===== src/rtl/regfile_wport_arbiter_pkg.sv =====
// Shared defaults for the register file write-port arbiter and its users.
package regfile_wport_arbiter_pkg;

    localparam bit DISABLE = 1'b0;
    localparam bit ENABLE  = 1'b1;

    localparam int DATA_W      = 32;
    localparam int ADDR_W      = 5;
    localparam int REQ_N       = 6;
    localparam int WRITE_N     = 4;
    localparam bit ZERO_REG_EN = ENABLE;

    localparam logic [15:0] DROP_MAX = 16'hFFFF;

    // Pointer width that stays legal for a single requester
    function automatic int rr_width(input int n);
        return (n > 1) ? $clog2(n) : 1;
    endfunction

    // 16-bit add that sticks at all ones instead of wrapping
    function automatic logic [15:0] sat_add16(input logic [15:0] a, input logic [15:0] b);
        logic [16:0] s;
        s = {1'b0, a} + {1'b0, b};
        return s[16] ? DROP_MAX : s[15:0];
    endfunction

endpackage


===== src/rtl/regfile_wport_arbiter_if.sv =====
// Requester bus plus register file write-port bus of the arbiter.
interface regfile_wport_arbiter_if #(
    parameter int REQ   = 6,
    parameter int ADDR  = 5,
    parameter int DATA  = 32,
    parameter int WRITE = 4
);
    logic [REQ-1:0]              req_;
    logic [REQ-1:0][ADDR-1:0]    req_addr;
    logic [REQ-1:0][DATA-1:0]    req_data;
    logic [REQ-1:0]              gnt_;
    logic [WRITE-1:0]            we_;
    logic [WRITE-1:0][ADDR-1:0]  waddr;
    logic [WRITE-1:0][DATA-1:0]  wdata;

    modport master (output req_, req_addr, req_data, input gnt_, we_, waddr, wdata);
    modport slave  (input req_, req_addr, req_data, output gnt_, we_, waddr, wdata);
endinterface


===== src/rtl/regfile_wport_arbiter_rr_multi_pick.sv =====
// Combinational multi-grant round-robin picker with zero-register and
// same-address rules. Active-high request/grant.
import regfile_wport_arbiter_pkg::*;

module rr_multi_pick #(
    parameter int REQ      = 6,
    parameter int WRITE    = 4,
    parameter int ADDR     = 5,
    parameter bit ZERO_REG = 1'b1,
    localparam int RRW     = rr_width(REQ)
) (
    input  logic [REQ-1:0]             i_req,
    input  logic [RRW-1:0]             i_ptr,
    input  logic [REQ-1:0][ADDR-1:0]   i_addr,
    output logic [REQ-1:0]             o_gnt,
    output logic [REQ-1:0]             o_zdrop,
    output logic [WRITE-1:0]           o_pvld,
    output logic [WRITE-1:0][RRW-1:0]  o_pidx,
    output logic                       o_any,
    output logic [RRW-1:0]             o_last
);

    int                          w_pos;
    int                          w_n;
    logic [RRW-1:0]              w_idx;
    logic                        w_hit;
    logic [WRITE-1:0][ADDR-1:0]  w_paddr;

    // Scan from the pointer; zero-register writes are always taken, real
    // writes fill ports in scan order unless an earlier pick owns the address
    always_comb begin
        o_gnt   = '0;
        o_zdrop = '0;
        o_pvld  = '0;
        o_pidx  = '0;
        o_any   = 1'b0;
        o_last  = i_ptr;
        w_pos   = 0;
        w_n     = 0;
        w_idx   = '0;
        w_hit   = 1'b0;
        w_paddr = '0;
        for (int j = 0; j < REQ; j++) begin
            w_pos = int'(i_ptr) + j;
            if (w_pos >= REQ) w_pos = w_pos - REQ;
            w_idx = RRW'(w_pos);
            if (i_req[w_idx]) begin
                if (ZERO_REG && (i_addr[w_idx] == '0)) begin
                    o_gnt[w_idx]   = 1'b1;
                    o_zdrop[w_idx] = 1'b1;
                end else if (w_n < WRITE) begin
                    w_hit = 1'b0;
                    for (int p = 0; p < WRITE; p++) begin
                        if ((p < w_n) && (w_paddr[p] == i_addr[w_idx])) w_hit = 1'b1;
                    end
                    if (!w_hit) begin
                        o_gnt[w_idx] = 1'b1;
                        for (int p = 0; p < WRITE; p++) begin
                            if (p == w_n) begin
                                o_pvld[p]  = 1'b1;
                                o_pidx[p]  = w_idx;
                                w_paddr[p] = i_addr[w_idx];
                            end
                        end
                        w_n    = w_n + 1;
                        o_any  = 1'b1;
                        o_last = w_idx;
                    end
                end
            end
        end
    end

endmodule


===== src/rtl/regfile_wport_arbiter.sv =====
// Round-robin sharing of the register file write ports between requesters.
// Grants are combinational; the write ports are driven from registers one
// cycle after the grant.
import regfile_wport_arbiter_pkg::*;

module regfile_wport_arbiter #(
    parameter int DATA     = DATA_W,
    parameter int ADDR     = ADDR_W,
    parameter int REQ      = REQ_N,
    parameter int WRITE    = WRITE_N,
    parameter bit ZERO_REG = ZERO_REG_EN
) (
    input  logic                    clk,
    input  logic                    reset_,
    regfile_wport_arbiter_if.slave  bus,
    output logic [15:0]             drop_cnt
);

    localparam int RRW = rr_width(REQ);

    logic [RRW-1:0]              r_ptr;
    logic [WRITE-1:0]            r_we;
    logic [WRITE-1:0][ADDR-1:0]  r_waddr;
    logic [WRITE-1:0][DATA-1:0]  r_wdata;
    logic [15:0]                 r_drop;

    logic [REQ-1:0]              w_req;
    logic [REQ-1:0]              w_gnt;
    logic [REQ-1:0]              w_zdrop;
    logic [WRITE-1:0]            w_pvld;
    logic [WRITE-1:0][RRW-1:0]   w_pidx;
    logic                        w_any;
    logic [RRW-1:0]              w_last;
    logic [15:0]                 w_zcnt;

    // Requests are masked during reset so no requester sees a grant
    assign w_req = reset_ ? ~bus.req_ : '0;

    rr_multi_pick #(
        .REQ      (REQ),
        .WRITE    (WRITE),
        .ADDR     (ADDR),
        .ZERO_REG (ZERO_REG)
    ) u_pick (
        .i_req   (w_req),
        .i_ptr   (r_ptr),
        .i_addr  (bus.req_addr),
        .o_gnt   (w_gnt),
        .o_zdrop (w_zdrop),
        .o_pvld  (w_pvld),
        .o_pidx  (w_pidx),
        .o_any   (w_any),
        .o_last  (w_last)
    );

    assign bus.gnt_  = ~w_gnt;
    assign bus.we_   = r_we;
    assign bus.waddr = r_waddr;
    assign bus.wdata = r_wdata;
    assign drop_cnt  = r_drop;

    // Number of zero-register writes swallowed this cycle
    always_comb begin
        w_zcnt = '0;
        for (int i = 0; i < REQ; i++) w_zcnt = w_zcnt + 16'(w_zdrop[i]);
    end

    // Output stage: assigned ports fire, idle ports keep their last addr/data
    always_ff @(posedge clk or negedge reset_) begin
        if (!reset_) begin
            r_we    <= '1;
            r_waddr <= '0;
            r_wdata <= '0;
        end else begin
            for (int k = 0; k < WRITE; k++) begin
                if (w_pvld[k]) begin
                    r_we[k]    <= 1'b0;
                    r_waddr[k] <= bus.req_addr[w_pidx[k]];
                    r_wdata[k] <= bus.req_data[w_pidx[k]];
                end else begin
                    r_we[k]    <= 1'b1;
                end
            end
        end
    end

    // Pointer moves past the last real write; zero drops leave it alone
    always_ff @(posedge clk or negedge reset_) begin
        if (!reset_) begin
            r_ptr <= '0;
        end else if (w_any) begin
            r_ptr <= (w_last == RRW'(REQ - 1)) ? '0 : w_last + RRW'(1);
        end
    end

    // Saturating count of dropped zero-register writes
    always_ff @(posedge clk or negedge reset_) begin
        if (!reset_) r_drop <= '0;
        else         r_drop <= sat_add16(r_drop, w_zcnt);
    end

endmodule


===== src/flat_wrapper.sv =====
// flat-port wrapper written by rule: the top's interface ports become plain ports
module regfile_wport_arbiter_flat 
#(
    parameter int DATA     = DATA_W,
    parameter int ADDR     = ADDR_W,
    parameter int REQ      = REQ_N,
    parameter int WRITE    = WRITE_N,
    parameter bit ZERO_REG = ZERO_REG_EN
)
  (clk, reset_, drop_cnt, bus_req_, bus_req_addr, bus_req_data, bus_gnt_, bus_we_, bus_waddr, bus_wdata);
  regfile_wport_arbiter_if #(.REQ(REQ), .ADDR(ADDR), .DATA(DATA), .WRITE(WRITE)) bus_i ();
  input  logic clk;
  input  logic reset_;
  output logic [15:0] drop_cnt;
  input wire logic [$bits(bus_i.req_)-1:0] bus_req_;
  input wire logic [$bits(bus_i.req_addr)-1:0] bus_req_addr;
  input wire logic [$bits(bus_i.req_data)-1:0] bus_req_data;
  output wire logic [$bits(bus_i.gnt_)-1:0] bus_gnt_;
  output wire logic [$bits(bus_i.we_)-1:0] bus_we_;
  output wire logic [$bits(bus_i.waddr)-1:0] bus_waddr;
  output wire logic [$bits(bus_i.wdata)-1:0] bus_wdata;
  assign bus_i.req_ = bus_req_;
  assign bus_i.req_addr = bus_req_addr;
  assign bus_i.req_data = bus_req_data;
  assign bus_gnt_ = bus_i.gnt_;
  assign bus_we_ = bus_i.we_;
  assign bus_waddr = bus_i.waddr;
  assign bus_wdata = bus_i.wdata;
  regfile_wport_arbiter #(.DATA(DATA), .ADDR(ADDR), .REQ(REQ), .WRITE(WRITE), .ZERO_REG(ZERO_REG)) u_core (.clk(clk), .reset_(reset_), .bus(bus_i), .drop_cnt(drop_cnt));
endmodule

===== config.mk =====
export PLATFORM = sky130hd
export DESIGN_NAME = regfile_wport_arbiter_flat
export DESIGN_NICKNAME = d
export VERILOG_FILES = /design/src/rtl/regfile_wport_arbiter_pkg.sv /design/src/rtl/regfile_wport_arbiter_if.sv /design/src/rtl/regfile_wport_arbiter_rr_multi_pick.sv /design/src/rtl/regfile_wport_arbiter.sv /design/src/flat_wrapper.sv
export SDC_FILE = /design/constraint.sdc
export NUM_CORES = 1
export LEC_CHECK = 0
export CELL_PAD_IN_SITES_DETAIL_PLACEMENT = 0
export CELL_PAD_IN_SITES_GLOBAL_PLACEMENT = 2
export CORE_AREA = 2 2 267 269
export DETAILED_ROUTE_END_ITERATION = 10
export DIE_AREA = 0 0 269 271
export PLACE_DENSITY = 0.85
export SETUP_SLACK_MARGIN = 0.02
export SYNTH_ARGS = -nofsm -noshare
export SYNTH_HDL_FRONTEND = slang
export SYNTH_SLANG_ARGS = --single-unit

===== constraint.sdc =====
create_clock -name clk -period 14.5 [get_ports clk]
set_input_delay 2.9 -clock clk [delete_from_list [all_inputs] [get_ports clk]]
set_output_delay 2.9 -clock clk [all_outputs]
set_load 0.005 [all_outputs]

==> results.toml <==
[finish]
syn_to_final_growth_pct = 31.5
final_nets = 3384
n_fill_cell = 7120
fin_area_um2 = 28300
drive_above_1_share_pct = 13.1
multi_input_area_um2 = 16400
seqCellArea_um2 = 4290

[clock_tree]
cts-root-buf = "clkbuf_16"
clock-sinks = 171
cts_tree = "yes"
clk_path_buf_depth = 2
clk_pin_slew_ns = 0.07
cts_max_level = 4
numCtsBuffers = 17
clk_latency_ns = 0.51
ctsHoldBuffers = 0

[routing]
met3WireLength_um = 11800
routed_wl_um = 122000
vias = 26108
top_layer_used = "met4"
drtPass1Iterations = 6
drtAntennaViolNets = 0
drt_drc_violations_left = 0
post_drt_wl_per_cell_um = 29.7
vias_per_cell = 6.38
wl_met2_um = 55200
wl_met1_um = 49200
initialDrtViolationCount = 3176

[global_routing]
grt-ovfl-total = 0
grt_max_degree = 75
track_usage_pct = 32.2
grt_pass1_vias = 25294
grt_first_pass_wirelength_um = 175000
grt_antenna_before_repair = 10

[sta]
worst_slew_pin_slew_ns = 1.32
setup_tns_ns = 0
finalWorstSetupSlack_ns = 0.395
hold_slack_ns = 0.483
slew_violations = 0
setup_viol = 0
fin_crit_ns = 14.11
max_freq_mhz = 70.9
rsz0062_at_grt = "false"
relSlewSlack_pct = 11.9
final-hold-violation-count = 0
finClkSkew_ns = 0.0131
timing.final.crit_share_pct = 97.3

[synth]
ys_warn_count = 0
synth_edf_count = 0
synth.top_cell.area_share_pct = 19.4
ys_seq_elements = 171
synth-main-ff-cell = "dfrtp_1"
postSynthAreaPerCell_um2 = 7.82
synth_area_um2 = 21500
ys_types = 111
syn-instance-count = 2749
ys_async_sr_fraction_pct = 100
synthTopCellsByArea = "dfrtp_1, mux2i_1, a21oi_1, nand2_1, o21ai_0"
seq_area_frac_synth_pct = 19.9
syn_nets = 3006
yosysTopAreaCell = "dfrtp_1"

[worst_setup_path]
cp-start-kind = "input pin"
slowest_stage = "clkdlybuf4s50_1"
cp_max_fo = 5
cp_common_cell = "inv_1"
crit_family = "compound AO/OA/AOI/OAI gates"
cp-end-kind = "primary output"
cp_slowest_stage_delay_ns = 0.56
crit_buf_inv = 8
cp.required_ns = 11.60
crit_arrival_ns = 11.21
crit_type = "input pin to primary output"

[outcome]
outcome = "complete, no violations"

[die]
coreArea_um2 = 69800
dieArea_um2 = 72900
start_util_pct = 30.8
io_pins = 404
die_w_um = 269
die_h_um = 271
rows = 97

[place]
place_area_um2 = 27400
routabilityCongestion = 0.948
place_ws_ns = 0.0801
dp_hpwl_um = 84900
portBuffers = 403

[flow_run]
maxCapViolCount = 0

[min_path]
hp-class = "flop to flop"
cell usage after synthesis (all sizes together), types with 15 or more instances:
| master | count |
|---|---|
| nor2b | 37 |
| o21a | 40 |
| a31oi | 15 |
| a21oi | 257 |
| nand2 | 335 |
| and3 | 42 |
| o21ai | 213 |
| mux2 | 74 |
| o221ai | 117 |
| a211oi | 67 |
| a2111o | 71 |
| clkbuf | 150 |
| a221oi | 49 |
| ha | 23 |
| a2bb2oi | 43 |
| xor2 | 23 |
| inv | 42 |
| nor3 | 32 |
| nor2 | 154 |
| mux2i | 315 |
| xnor2 | 40 |
| o22ai | 21 |
| buf | 97 |
| dfrtp | 167 |
| nand3 | 116 |
flip-flops by register name, indices dropped and copies added (netlist names):
signal and count:
u_core.bus.waddr 20, u_core.bus.wdata 128, u_core.bus.we_ 4, u_core.drop_cnt 16
u_core.r_ptr 3
per-layer routing:
layer / vias to the layer above / GRT usage [%]
met1: 12863 / 41.9
met4: 0 / 14.9
li1: 11309 / -
met5: - / 0
met3: 293 / 7.01
met2: 1643 / 50.3
kinds of logic after synthesis:
| group | after synthesis | synth area share (%) |
|---|---|---|
| multiplexers | 389 | 18.6 |
| adder cells (fa/ha/maj) | 27 | 1.71 |
| buffers and inverters | 292 | 6.06 |
| AND/OR/NAND/NOR | 798 | 17.6 |
| XOR/XNOR | 63 | 2.78 |
| AO/OA/AOI/OAI | 1009 | 33.3 |
| flip-flops | 171 | 19.9 |
worst register-to-register path, delay by kind of cell, from the launching register on:
family / cells / cell delay [ns]
xor+xnor: 2 / 0.32
compound gates: 9 / 3.20
mux: 6 / 1.79
simple gates: 11 / 2.49
fa+ha+maj: 4 / 1.27
buf+inv: 7 / 1.07
flops: 1 / 0.72
cell usage in the layout, fill, tap and decap left out, drive strengths merged, types with 71 or more instances in the layout:
cell type        n
a2111o          71
a21oi          257
buf            203
clkdlybuf4s50  391
dfrtp          167
mux2            74
mux2i          315
nand2          335
nand3          116
nor2           154
o21ai          213
o221ai         117
repair_timing:
action,4_1_cts,5_1_grt
endpoints found under the setup margin,0,6
setup buffers,0,0
gates resized for setup,0,57
path summary, 6_finish.rpt:
kind                                                 start                          endpoint  slack, ns  cells past startpoint
max in group asynchronous                           reset_  u_core.bus.wdata[36]$_DFFE_PN0P_       9.46                      4
max                                       bus_req_addr[15]                       bus_gnt_[1]       0.39                     38
min                        u_core.bus.wdata[2]$_DFFE_PN0P_   u_core.bus.wdata[2]$_DFFE_PN0P_       0.48                      2
min reg2reg                u_core.bus.wdata[2]$_DFFE_PN0P_   u_core.bus.wdata[2]$_DFFE_PN0P_       0.48                      2
max reg2reg                    u_core.r_ptr[1]$_DFFE_PN0P_  u_core.bus.wdata[98]$_DFFE_PN0P_       3.52                     39
min in group asynchronous                           reset_   u_core.bus.waddr[9]$_DFFE_PN0P_       2.28                      1
layout make-up:
class                   instances  area share [%]
flip-flops and latches        171            15.2
clock buffers                  18            1.55
diodes                          9          0.0797
multi-input cells            2286            57.9
inverters                      45           0.598
repair buffers                606            20.0
clock inverters                14           0.527
well taps                     940            4.16
per-stage QoR:
step	utilization [%]	instances
6_report	40.5	4089
5_1_grt	40.5	4089
4_1_cts	40.1	4080
3_5_place_dp	39.2	4048
3_3_place_gp	39.2	4048
2_1_floorplan	-	2749
Power is left out: the tool's default activity adds up to more than one toggle a clock period on the data nets, which glitch-free logic cannot reach.
